===== src/rtl/whack_game_core.sv =====
// Whack-a-mole game engine: tick generation, mole spawn/lifetime/gap sequencing,
// round timer, saturating score and game-over/restart control for N_MOLES positions.
module whack_game_core #(
    parameter int N_MOLES     = 4,
    parameter int IDX_W       = 2,
    parameter int SCORE_W     = 8,
    parameter int TICK_DIV    = 50000000,
    parameter int MOLE_TICKS  = 3,
    parameter int GAP_TICKS   = 1,
    parameter int ROUND_TICKS = 60,
    parameter int ROUND_W     = 8
) (
    input  logic               kartclk,
    input  logic               rst,
    input  logic               start,
    input  logic [7:0]         rnd,
    input  logic [N_MOLES-1:0] btn,
    output logic [N_MOLES-1:0] mole_led,
    output logic [SCORE_W-1:0] score,
    output logic [ROUND_W-1:0] time_left,
    output logic               game_active,
    output logic               game_over,
    output logic               hit_pulse,
    output logic               miss_pulse
);

    localparam int TICK_W = (TICK_DIV < 2) ? 1 : $clog2(TICK_DIV);
    localparam int PH_MAX = (MOLE_TICKS > GAP_TICKS) ? MOLE_TICKS : GAP_TICKS;
    localparam int PH_W   = (PH_MAX < 2) ? 1 : $clog2(PH_MAX + 1);

    localparam logic [TICK_W-1:0]  TICK_LAST   = TICK_W'(TICK_DIV - 1);
    localparam logic [PH_W-1:0]    PH_MOLE     = PH_W'(MOLE_TICKS);
    localparam logic [PH_W-1:0]    PH_GAP      = PH_W'(GAP_TICKS);
    localparam logic [ROUND_W-1:0] ROUND_INIT  = ROUND_W'(ROUND_TICKS);
    localparam logic [IDX_W:0]     N_EXT       = (IDX_W + 1)'(N_MOLES);
    localparam logic [IDX_W-1:0]   IDX_LAST    = IDX_W'(N_MOLES - 1);
    localparam logic [SCORE_W-1:0] SCORE_MAX   = {SCORE_W{1'b1}};

    typedef enum logic [2:0] {
        S_IDLE  = 3'd0,
        S_SPAWN = 3'd1,
        S_UP    = 3'd2,
        S_GAP   = 3'd3,
        S_OVER  = 3'd4
    } state_t;

    state_t               r_state;
    logic [TICK_W-1:0]    r_tick_cnt;
    logic [PH_W-1:0]      r_phase;
    logic [IDX_W-1:0]     r_idx;
    logic [SCORE_W-1:0]   r_score;
    logic [ROUND_W-1:0]   r_time_left;
    logic [N_MOLES-1:0]   r_mole_led;
    logic                 r_game_active;
    logic                 r_game_over;
    logic                 r_hit_pulse;
    logic                 r_miss_pulse;

    state_t               w_fsm_next;
    state_t               w_state_next;
    logic [PH_W-1:0]      w_phase_next;
    logic [IDX_W-1:0]     w_idx_next;
    logic [SCORE_W-1:0]   w_score_next;
    logic [ROUND_W-1:0]   w_time_next;
    logic                 w_hit_next;
    logic                 w_miss_next;
    logic                 w_active;
    logic                 w_tick;
    logic                 w_start_round;
    logic                 w_round_end;
    logic                 w_btn_any;
    logic                 w_btn_hit;
    logic [IDX_W:0]       w_raw;
    logic [IDX_W-1:0]     w_mod;
    logic [IDX_W-1:0]     w_spawn_idx;
    logic                 w_unused_rnd;

    function automatic logic [N_MOLES-1:0] f_onehot(input logic [IDX_W-1:0] idx);
        logic [N_MOLES-1:0] v;
        v = '0;
        v[idx] = 1'b1;
        return v;
    endfunction

    assign w_unused_rnd  = ^rnd[7:IDX_W];
    assign w_active      = (r_state == S_SPAWN) || (r_state == S_UP) || (r_state == S_GAP);
    assign w_tick        = w_active && (r_tick_cnt == TICK_LAST);
    assign w_start_round = start && ((r_state == S_IDLE) || (r_state == S_OVER));
    assign w_round_end   = w_tick && (r_time_left <= ROUND_W'(1));
    assign w_btn_any     = |btn;
    assign w_btn_hit     = (r_state == S_UP) && (btn == f_onehot(r_idx));
    assign w_raw         = {1'b0, rnd[IDX_W-1:0]};

    // Fold the random index into range, then step past the previous position.
    always_comb begin
        w_mod       = '0;
        w_spawn_idx = '0;
        if (w_raw >= N_EXT) begin
            w_mod = IDX_W'(w_raw - N_EXT);
        end else begin
            w_mod = w_raw[IDX_W-1:0];
        end
        if (w_mod != r_idx) begin
            w_spawn_idx = w_mod;
        end else if (w_mod == IDX_LAST) begin
            w_spawn_idx = '0;
        end else begin
            w_spawn_idx = w_mod + IDX_W'(1);
        end
    end

    // Mole sequencing; the round timer expiring overrides whatever the FSM chose.
    always_comb begin
        w_fsm_next   = r_state;
        w_phase_next = r_phase;
        w_idx_next   = r_idx;
        case (r_state)
            S_IDLE, S_OVER: begin
                if (start) begin
                    w_fsm_next = S_SPAWN;
                end else begin
                    w_fsm_next = r_state;
                end
            end
            S_SPAWN: begin
                w_idx_next   = w_spawn_idx;
                w_phase_next = PH_MOLE;
                w_fsm_next   = S_UP;
            end
            S_UP: begin
                if (w_btn_hit || (w_tick && (r_phase <= PH_W'(1)))) begin
                    w_phase_next = PH_GAP;
                    w_fsm_next   = (GAP_TICKS == 0) ? S_SPAWN : S_GAP;
                end else if (w_tick) begin
                    w_phase_next = r_phase - PH_W'(1);
                end else begin
                    w_phase_next = r_phase;
                end
            end
            S_GAP: begin
                if (w_tick && (r_phase <= PH_W'(1))) begin
                    w_fsm_next = S_SPAWN;
                end else if (w_tick) begin
                    w_phase_next = r_phase - PH_W'(1);
                end else begin
                    w_phase_next = r_phase;
                end
            end
            default: begin
                w_fsm_next = S_IDLE;
            end
        endcase
        w_state_next = w_round_end ? S_OVER : w_fsm_next;
    end

    // Score, hit/miss pulses and round timer next values.
    always_comb begin
        w_score_next = r_score;
        w_hit_next   = 1'b0;
        w_miss_next  = 1'b0;
        w_time_next  = r_time_left;
        if (w_start_round) begin
            w_score_next = '0;
            w_time_next  = ROUND_INIT;
        end else if (w_round_end) begin
            w_time_next  = '0;
        end else if (w_active) begin
            if (w_tick) begin
                w_time_next = r_time_left - ROUND_W'(1);
            end else begin
                w_time_next = r_time_left;
            end
            if (w_btn_hit) begin
                w_hit_next   = 1'b1;
                w_score_next = (r_score == SCORE_MAX) ? r_score : r_score + SCORE_W'(1);
            end else if (w_btn_any) begin
                w_miss_next  = 1'b1;
                w_score_next = (r_score == '0) ? r_score : r_score - SCORE_W'(1);
            end else begin
                w_score_next = r_score;
            end
        end else begin
            w_score_next = r_score;
        end
    end

    // Game tick divider: runs only while a round is active.
    always_ff @(posedge kartclk) begin
        if (rst) begin
            r_tick_cnt <= '0;
        end else if (w_start_round) begin
            r_tick_cnt <= '0;
        end else if (w_tick) begin
            r_tick_cnt <= '0;
        end else if (w_active) begin
            r_tick_cnt <= r_tick_cnt + TICK_W'(1);
        end else begin
            r_tick_cnt <= r_tick_cnt;
        end
    end

    // State, game registers and registered outputs.
    always_ff @(posedge kartclk) begin
        if (rst) begin
            r_state       <= S_IDLE;
            r_phase       <= '0;
            r_idx         <= '0;
            r_score       <= '0;
            r_time_left   <= ROUND_INIT;
            r_mole_led    <= '0;
            r_game_active <= 1'b0;
            r_game_over   <= 1'b0;
            r_hit_pulse   <= 1'b0;
            r_miss_pulse  <= 1'b0;
        end else begin
            r_state       <= w_state_next;
            r_phase       <= w_phase_next;
            r_idx         <= w_idx_next;
            r_score       <= w_score_next;
            r_time_left   <= w_time_next;
            r_mole_led    <= (w_state_next == S_UP) ? f_onehot(w_idx_next) : '0;
            r_game_active <= (w_state_next == S_SPAWN) || (w_state_next == S_UP) ||
                             (w_state_next == S_GAP);
            r_game_over   <= (w_state_next == S_OVER);
            r_hit_pulse   <= w_hit_next;
            r_miss_pulse  <= w_miss_next;
        end
    end

    assign mole_led    = r_mole_led;
    assign score       = r_score;
    assign time_left   = r_time_left;
    assign game_active = r_game_active;
    assign game_over   = r_game_over;
    assign hit_pulse   = r_hit_pulse;
    assign miss_pulse  = r_miss_pulse;

endmodule


===== config.mk =====
export PLATFORM = sky130hd
export DESIGN_NAME = whack_game_core
export DESIGN_NICKNAME = d
export VERILOG_FILES = /design/src/rtl/whack_game_core.sv
export SDC_FILE = /design/constraint.sdc
export NUM_CORES = 1
export LEC_CHECK = 0
export CORE_MARGIN = 1
export CORE_UTILIZATION = 30
export CTS_CLUSTER_DIAMETER = 40
export DETAILED_ROUTE_END_ITERATION = 10
export GPL_TIMING_DRIVEN = 0
export MAX_ROUTING_LAYER = met4
export PLACE_DENSITY = 0.53
export SYNTH_ARGS = -nofsm -noshare
export SYNTH_HDL_FRONTEND = slang
export SYNTH_SLANG_ARGS = --single-unit

===== constraint.sdc =====
create_clock -name kartclk -period 4.09 [get_ports kartclk]
set_input_delay 0.818 -clock kartclk [delete_from_list [all_inputs] [get_ports kartclk]]
set_output_delay 0.818 -clock kartclk [all_outputs]
set_load 0.1 [all_outputs]

### Word level (Yosys, flattened, before mapping)

Index checks and enable logic that the tools add are counted.
Widths: inputs -> output; s select.

| storage, ports and cells | value |
|---|---|
| bits of input ports | 15 |
| output and inout bits | 24 |
| register bits | 57 |

| cells by class | value |
|---|---|
| add/subtract/negate cells | 7 |
| muxes and demuxes | 26 |
| reduce and logical (&&, ||, !) cells | 31 |
| equal/unequal tests | 16 |
| $lt $le $gt $ge | 7 |
| bitwise gates (word level) | 3 |

Operators by type and width:

| operator | count |
|---|---|
| $mux 8 | 4 |
| $add 26x1->26 const B | 1 |
| $eq 26x26->1 const B | 1 |
| $mux 6 | 3 |
| $sub 8x1->8 const B | 2 |
| $mux 2 | 7 |
| $eq 3x2->1 const B | 4 |
| $mux 3 | 4 |
| $pmux 3 s4 | 1 |
| $add 8x1->8 const B | 1 |
| $eq 8x8->1 const B | 1 |
| $le 8x1->1 const B | 1 |
| $logic_not 8->1 | 1 |
| $reduce_or 4->1 | 2 |
| $logic_and 1x1->1 | 7 |
| $eq 3x1->1 const B | 2 |
| $eq 3x3->1 const B | 2 |
| $logic_or 1x1->1 | 6 |
| $lt 2x3->1 const B | 2 |
| $ne 2x2->1 const B | 3 |
| $pmux 2 s3 | 1 |
| $reduce_and 2->1 | 3 |
| $reduce_bool 2->1 | 3 |
| $reduce_or 2->1 | 3 |
| 16 further kinds | 25 |

### Depth between registers and ports, before layout

Gate-level depths: netlist of the first run.

| logic depth | value |
|---|---|
| depth in word-level cells | 13 |
| mapped depth | 11 |
| depth with buffers taken out | 10 |

### Worst setup path after synthesis of the first run

No wires, ideal clock.

| path | value |
|---|---|
| path type | in2reg |
| start point | input btn[0] |
| end point | register r_score[7], in the netlist score[7] |
| path buffers | 0 |
| slack | 0.851 ns |
| data arrival time | 3.169 ns |
| stages on the path | 10 |
| setup time | 0.071 ns |
| cells stage by stage | nor4_1 -> nor4_2 -> o21ai_2 -> ha_1 -> a21oi_1 -> o211ai_1 -> o41ai_1 -> xor2_1 -> or4_1 -> a21oi_1 |

| on the way | value |
|---|---|
| word-level cells in the longest chain between the ends | 4 |

Ends and longest elaborated chain:

| what | RTL line | source |
|---|---|---|
| start, declared | 17 | `input logic [N_MOLES-1:0] btn,` |
| $eq 4x4->1 | 91 | `assign w_btn_hit = (r_state == S_UP) && (btn == f_onehot(r_idx));` |
| $logic_and 1x1->1 | 91 |  |
| $ne 2x2->1 (no source line) or $reduce_bool 2->1 (tied branches) | -- |  |
| $reduce_and 5->1 (no source line) | -- |  |
| end signal, assigned | 219 | `r_score <= w_score_next;` |
| end, declared | 51 | `logic [SCORE_W-1:0] r_score;` |

Parallel ways exist; a longest one is shown, timed or not.
A chain may end at the register's enable or synchronous reset.

### Worst setup path after layout of the first run

| path | value |
|---|---|
| start point | input btn[1] |
| end point | register r_score[7], in the netlist score[7] |

Same word-level chain as after synthesis.

==> flow_summary.json, run 1 <==
{
  "status": "complete, no violations",
  "reg2reg_from": "r_state[1]$_SDFF_PP0_",
  "drt-total-wl_microns": 6739,
  "startpoint_type": "input port",
  "synth_top_family_by_area": "simple AND/OR/NAND/NOR gates",
  "clock_latency_ns": 0.33,
  "end_kind": "register",
  "synth_compound_area_share_pct": 16.13,
  "cts_tree": "done",
  "finalNonFillerCells": 532,
  "nNetsFinal": 421,
  "critical_path_class": "input port to register",
  "cp_max_fo": 16,
  "synth_simple_gate_area_share_pct": 28.28,
  "synth.area.top_cells": "dfxtp_1 (37%), nor2_1 (5.3%), xor2_1 (4.9%), xnor2_1 (4.6%), ha_1 (4.5%)",
  "max_freq_mhz": 268.0,
  "cts_max_path_buffers": 2,
  "grt_overflow": 0,
  "clk_pin_slew_ns": 0.07,
  "slew_viol_final": 0,
  "num_antenna_cells": 0,
  "wl_met3_microns": 213,
  "drt_iter0_drc": 50,
  "fp.dieH_microns": 102.8,
  "cp_slowest_cell": "clkdlybuf4s50_1",
  "die_x_microns": 102.8,
  "drc": 0,
  "start_util_pct": 31.04,
  "wl_met2_microns": 3160,
  "fin_crit_sh_pct": 91.23,
  "critPathLaunch": "btn[1]",
  "first_pass_iters": 4,
  "setup_viol": 0,
  "layout_min_cycle_time_ns": 3.731,
  "dp_hpwl_microns": 4926,
  "cap_violations": 0,
  "slew_headroom_pct": 34.07,
  "htreeDepth": 3,
  "routed.top_layer": "met4",
  "synth_cells": 351,
  "synth_top_area_cell": "dfxtp_1",
  "clock_sinks": 57,
  "post_drt_wl_per_cell_microns": 12.67,
  "dpl.cell_count": 516,
  "drive_gt1_share_pct": 11.28,
  "viasPerCell": 4.964,
  "synthFlopType": "dfxtp_1",
  "synth_edf_count": 0,
  "synthToLayoutAreaGrowth_pct": 21.88,
  "power_uw": 1743,
  "rows": 36,
  "io_pins": 39,
  "syn_avg_cell_area_sq_um": 8.684,
  "postCtsSetupBuffers": 0,
  "yosys_warnings": 0,
  "hold_viol_final": 0,
  "antenna_found_initial": 0,
  "core_sq_mm": 0.009819,
  "cts_buffers": 9,
  "async_reset_ff_share_pct": 0,
  "yosys.area.top_type_share_pct": 37.44,
  "grt_start_max_net_pins": 17,
  "synthAdderAreaFrac_pct": 5.172,
  "seq_area_frac_synth_pct": 37.44,
  "synth_seq_cells": 57,
  "synth_xor_area_share_pct": 9.483,
  "cts_root_buf": "clkbuf_8",
  "ant_nets": 0,
  "routed-via-count": 2641,
  "worstPathArrival_ns": 3.99,
  "hold_class": "register to register",
  "p_leak_uw": 0.001240,
  "path_cells": "clkdlybuf4s50_1, nor4_2, nor4_2, o21ai_2, ha_1, a21oi_1, o211ai_1, o41ai_1, xor2_1, or4_1, a21oi_1",
  "postLayoutCellArea_sq_mm": 0.003715,
  "p_per_area_mw_per_mm2": 469.2,
  "gp_congestion": 0.7268,
  "place_area_sq_mm": 0.003535,
  "worst_slew_pin_slew_ns": 0.9815,
  "grt_pass1_wl_microns": 11500,
  "syn_nets": 378,
  "synthMuxAreaShare_pct": 0,
  "ir_worst_vdd_uv": 267.6,
  "io_buffers": 32,
  "hold_start": "r_tick_cnt[1]$_SDFFE_PP0P_",
  "rsz0062_at_grt": "no",
  "synth_cell_types": 61,
  "grt_pass1_vias": 2423,
  "synth_area_sq_mm": 0.003048,
  "drt-met1-wl_microns": 3284,
  "dieArea_sq_mm": 0.01057,
  "fin_skew_ns": 0.01259,
  "cpPeakStageDelay_ns": 0.53,
  "critical_path_required_ns": 4.35,
  "grtUsageTotal_pct": 14.43
}
[per-stage QoR]
step / setup WS [ns] / hold slack (ns) / util, % / TNS, ns
2_1_floorplan: 0.8508 / 0.4537 / - / 0
3_3_place_gp: -0.1125 / 0.4650 / 36.00 / -0.1125
3_5_place_dp: -0.1551 / 0.4885 / 36.00 / -0.1676
4_1_cts: 0.1801 / 0.4986 / 37.77 / 0
5_1_grt: 0.09507 / 0.5265 / 37.83 / 0
6_report: 0.3587 / 0.4974 / 37.83 / 0
[cell usage in the layout, fill, tap and decap left out, types with 4 or more instances in the layout]
cell type,n
or3_1,6
clkdlybuf4s50_1,32
nor2_1,43
xor2_1,17
clkbuf_8,11
ha_1,11
a21oi_1,24
o21ai_0,14
nand3_1,18
nand4_1,11
nand2b_1,4
dfxtp_1,57
clkbuf_1,4
xnor2_1,16
inv_1,14
nor3_1,15
buf_2,7
nor4_2,5
nand2_1,22
[Yosys cell counts (all sizes together), types with 2 or more instances]
master,n
a21o,2
nor4,8
inv,15
o211ai,3
o31ai,3
buf,8
nand4bb,2
ha,11
nand2b,4
xor2,17
and4,2
or4,5
nand4,12
or2,2
nor3,17
o21a,3
a21oi,25
nand3,18
nor4b,3
dfxtp,57
and2,2
a211oi,2
xnor2,16
nor2,43
o21ai,16
clkbuf,2
a2111oi,2
nand2,22
and3,2
or3,6
[power by group]
part | leakage (uW) | switching (uW) | internal, uW
Sequential | 0.000461 | 35.7 | 585
Clock | 0.0000932 | 224 | 250
Combinational | 0.000685 | 432 | 216
[per-layer routing]
metal / up-vias / global-route usage (%)
li1: 1348 / -
met1: 1247 / 17.70
met2: 38 / 23.38
met3: 8 / 3.458
met4: 0 / 4.550
met5: - / -
[timing repair]
item                       in CTS  in global routing
setup endpoints to repair       0                  1
gates resized for setup         0                  1
hold buffers                    0                  0
[kinds of logic after synthesis]
logic type,Yosys count
adders and majority gates,12
and+or+nand+nor,154
xor gates and xnor gates,33
DFF,57
buffers and inverters,25
AOI/OAI and AO/OA,70
[path summary, 6_finish.rpt]
kind,endpoint,slack (ns),depth (start not counted)
worst max-delay path,score[7]$_SDFFE_PP0P_,0.36,11
worst max register to register,score[7]$_SDFFE_PP0P_,1.06,11
worst min-delay path,r_tick_cnt[1]$_SDFFE_PP0P_,0.50,2
worst min register to register,r_tick_cnt[1]$_SDFFE_PP0P_,0.50,2
[area by class of cell]
class	count	area [sq um]
timing repair buffer	32	320.3
multi-input combinational	269	1807
fill	1054	6105
tap	133	166.4
clock buffer	13	158.9
sequential	57	1141
inverter	15	56.30
clock inverter	3	15.01
buffer	10	50.05
[sequential cells by signal, indices dropped and copies added, names as in the netlist, 2 cells and up]
register	count
r_tick_cnt	26
time_left	8
r_state	3
mole_led	4
r_phase	2
r_idx	2
score	8
[worst max-delay path, delay by kind of cell]
kind / cells / cell delay (ns)
AO/OA/AOI/OAI: 5 / 1.13
AND/OR/NAND/NOR: 3 / 1.01
buffers and inverters: 1 / 0.53
adder cells (fa/ha/maj): 1 / 0.36
XOR/XNOR: 1 / 0.14
Power figures use the tool's default switching activity.
==> run 2: changes to the inputs <==
--- a/config.mk
+++ b/config.mk
@@ -5,13 +5,14 @@
 export SDC_FILE = /design/constraint.sdc
 export NUM_CORES = 1
 export LEC_CHECK = 0
+export ABC_AREA = 0
 export CORE_MARGIN = 1
-export CORE_UTILIZATION = 30
+export CORE_UTILIZATION = 50
 export CTS_CLUSTER_DIAMETER = 40
 export DETAILED_ROUTE_END_ITERATION = 10
 export GPL_TIMING_DRIVEN = 0
 export MAX_ROUTING_LAYER = met4
-export PLACE_DENSITY = 0.53
+export PLACE_DENSITY = 0.77
 export SYNTH_ARGS = -nofsm -noshare
 export SYNTH_HDL_FRONTEND = slang
 export SYNTH_SLANG_ARGS = --single-unit
==> run 2 against run 1 <==
Effect of this change: global-route usage grew 9.7 points; combinational power is essentially flat; non-clock buffer count is the same; clock power is essentially flat; count of clock-buffer cells in the layout is the same; sequential power is essentially flat; via count grew 1.0%; routed wire length grew 0.36%; sequential cell count is the same; final area shrank 2.0%; register-to-register slack lost 0.03 ns; setup slack is essentially flat; largest cell class unchanged.
==> flow_summary.json, run 2 (synthesis gave the netlist of run 1 again) <==
{
  "slew_headroom_pct": 34.88,
  "num_antenna_cells": 0,
  "cts_buffers": 9,
  "pwr-share-comb_pct": 37.2,
  "cap_violations": 0,
  "ir_worst_vdd_uv": 354.0,
  "routed-via-count": 2668,
  "startpoint_type": "input port",
  "cts_root_buf": "clkbuf_8",
  "die_x_microns": 80.08,
  "pre_cts_slack_ns": -0.1263,
  "power_uw": 1744,
  "critical_path_class": "input port to register",
  "viasPerCell": 5.629,
  "drt_iter0_drc": 209,
  "fin_skew_ns": 0.01010,
  "clock_sinks": 57,
  "htreeDepth": 3,
  "switchingPower_uw": 692.2,
  "seqPwrFrac_pct": 35.7,
  "rsz0062_at_grt": "no",
  "post_drt_wl_per_cell_microns": 14.27,
  "end_kind": "register",
  "final_common_cell": "dfxtp_1",
  "swShare_pct": 39.69,
  "p_int_uw": 1052,
  "synthToLayoutAreaGrowth_pct": 19.50,
  "largest-register": "r_tick_cnt",
  "antenna_found_initial": 0,
  "nNetsFinal": 421,
  "ant_nets": 0,
  "drc": 0,
  "grt_pass1_vias": 2509,
  "critical_path_required_ns": 4.36,
  "status": "complete, no violations",
  "worst_slew_pin_slew_ns": 0.9737,
  "p_per_area_mw_per_mm2": 478.8,
  "fillers": 535,
  "dieArea_sq_mm": 0.006412,
  "drt-total-wl_microns": 6763,
  "grt_pass1_wl_microns": 11510,
  "final_cell_mix": "dfxtp_1 (57), nor2_1 (43), clkdlybuf4s50_1 (32)",
  "fin_crit_sh_pct": 91.23,
  "dp_hpwl_microns": 4844,
  "p_leak_uw": 0.001240,
  "grtUsageTotal_pct": 24.10,
  "postCtsSetupBuffers": 0,
  "hold_class": "register to register",
  "pwr-share-clk_pct": 27.2,
  "cts_tree": "done",
  "slew_viol_final": 0,
  "core_sq_mm": 0.005886,
  "clk_pin_slew_ns": 0.06,
  "setup_viol": 0,
  "clock_latency_ns": 0.35,
  "cp_max_fo": 16,
  "grt_start_max_net_pins": 17,
  "grt_overflow": 0,
  "hold_viol_final": 0,
  "fin_ws_ns": 0.3588,
  "fp.dieH_microns": 80.08,
  "io_pins": 39,
  "r2r_slack_ns": 1.03,
  "start_util_pct": 51.79,
  "worstPathArrival_ns": 4.00,
  "cts_max_path_buffers": 2,
  "io_buffers": 32,
  "layout_min_cycle_time_ns": 3.731,
  "largest_register_ffs": 26,
  "max_freq_mhz": 268.0,
  "rows": 28,
  "first_pass_iters": 4,
  "gp_congestion": 0.8146,
  "drive_gt1_share_pct": 11.28
}
==> run 2: routing by layer <==
metal / global-route usage, % / share of wire [%]
met4: 9.821 / 1.1
met1: 28.62 / 46
met3: 6.591 / 4.2
met2: 38.63 / 49
met5: - / 0
==> run 2: critical path: stages <==
cell and delay, ns:
clkdlybuf4s50_1 0.54, nor4_2 0.46, nor4_2 0.11, o21ai_2 0.29
ha_1 0.36, a21oi_1 0.21, o211ai_1 0.15, o41ai_1 0.34
xor2_1 0.16, or4_1 0.43, a21oi_1 0.14
==> run 2: power groups by stage <==
stage	combinational, uW	sequential [uW]	clock (uW)
after floorplan	351	785	0
after global placement	631	632	0
after detailed placement	642	634	0
after CTS	651	621	482
after global routing	707	627	505
final	648	622	474
==> run 2: what timing repair did <==
action,CTS,global route
setup endpoints to repair,0,1
gates resized for setup,0,1
hold buffers,0,0
==> run 2: final cells by class <==
class / count / area, sq um / area share [%]
multi-input cells: 269 / 1807 / 49.60
flip-flops and latches: 57 / 1141 / 31.33
repair buffers: 32 / 320.3 / 8.794
clock buffers: 13 / 158.9 / 4.363
well taps: 75 / 93.84 / 2.576
inverters: 15 / 56.30 / 1.546
plain buffers: 10 / 50.05 / 1.374
clock inverters: 3 / 15.01 / 0.4122
==> run 2: final timing paths <==
kind,start,endpoint,cells after the start
worst max-delay path,btn[1],score[7]$_SDFFE_PP0P_,11
worst min-delay path,r_tick_cnt[1]$_SDFFE_PP0P_,r_tick_cnt[1]$_SDFFE_PP0P_,2
worst max register to register,r_state[1]$_SDFF_PP0_,score[7]$_SDFFE_PP0P_,11
worst min register to register,r_tick_cnt[1]$_SDFFE_PP0P_,r_tick_cnt[1]$_SDFFE_PP0P_,2
==> run 2: per-stage QoR <==
stage	std cells	area, sq um	util, %	hold WS [ns]	TNS (ns)
after global placement	458	3462	58.82	0.4631	-0.08028
after floorplan	351	3048	-	0.4537	0
after global routing	474	3642	61.88	0.5229	0
after detailed placement	458	3462	58.82	0.4816	-0.1263
after CTS	474	3636	61.78	0.4913	0
final	474	3642	61.88	0.4911	0
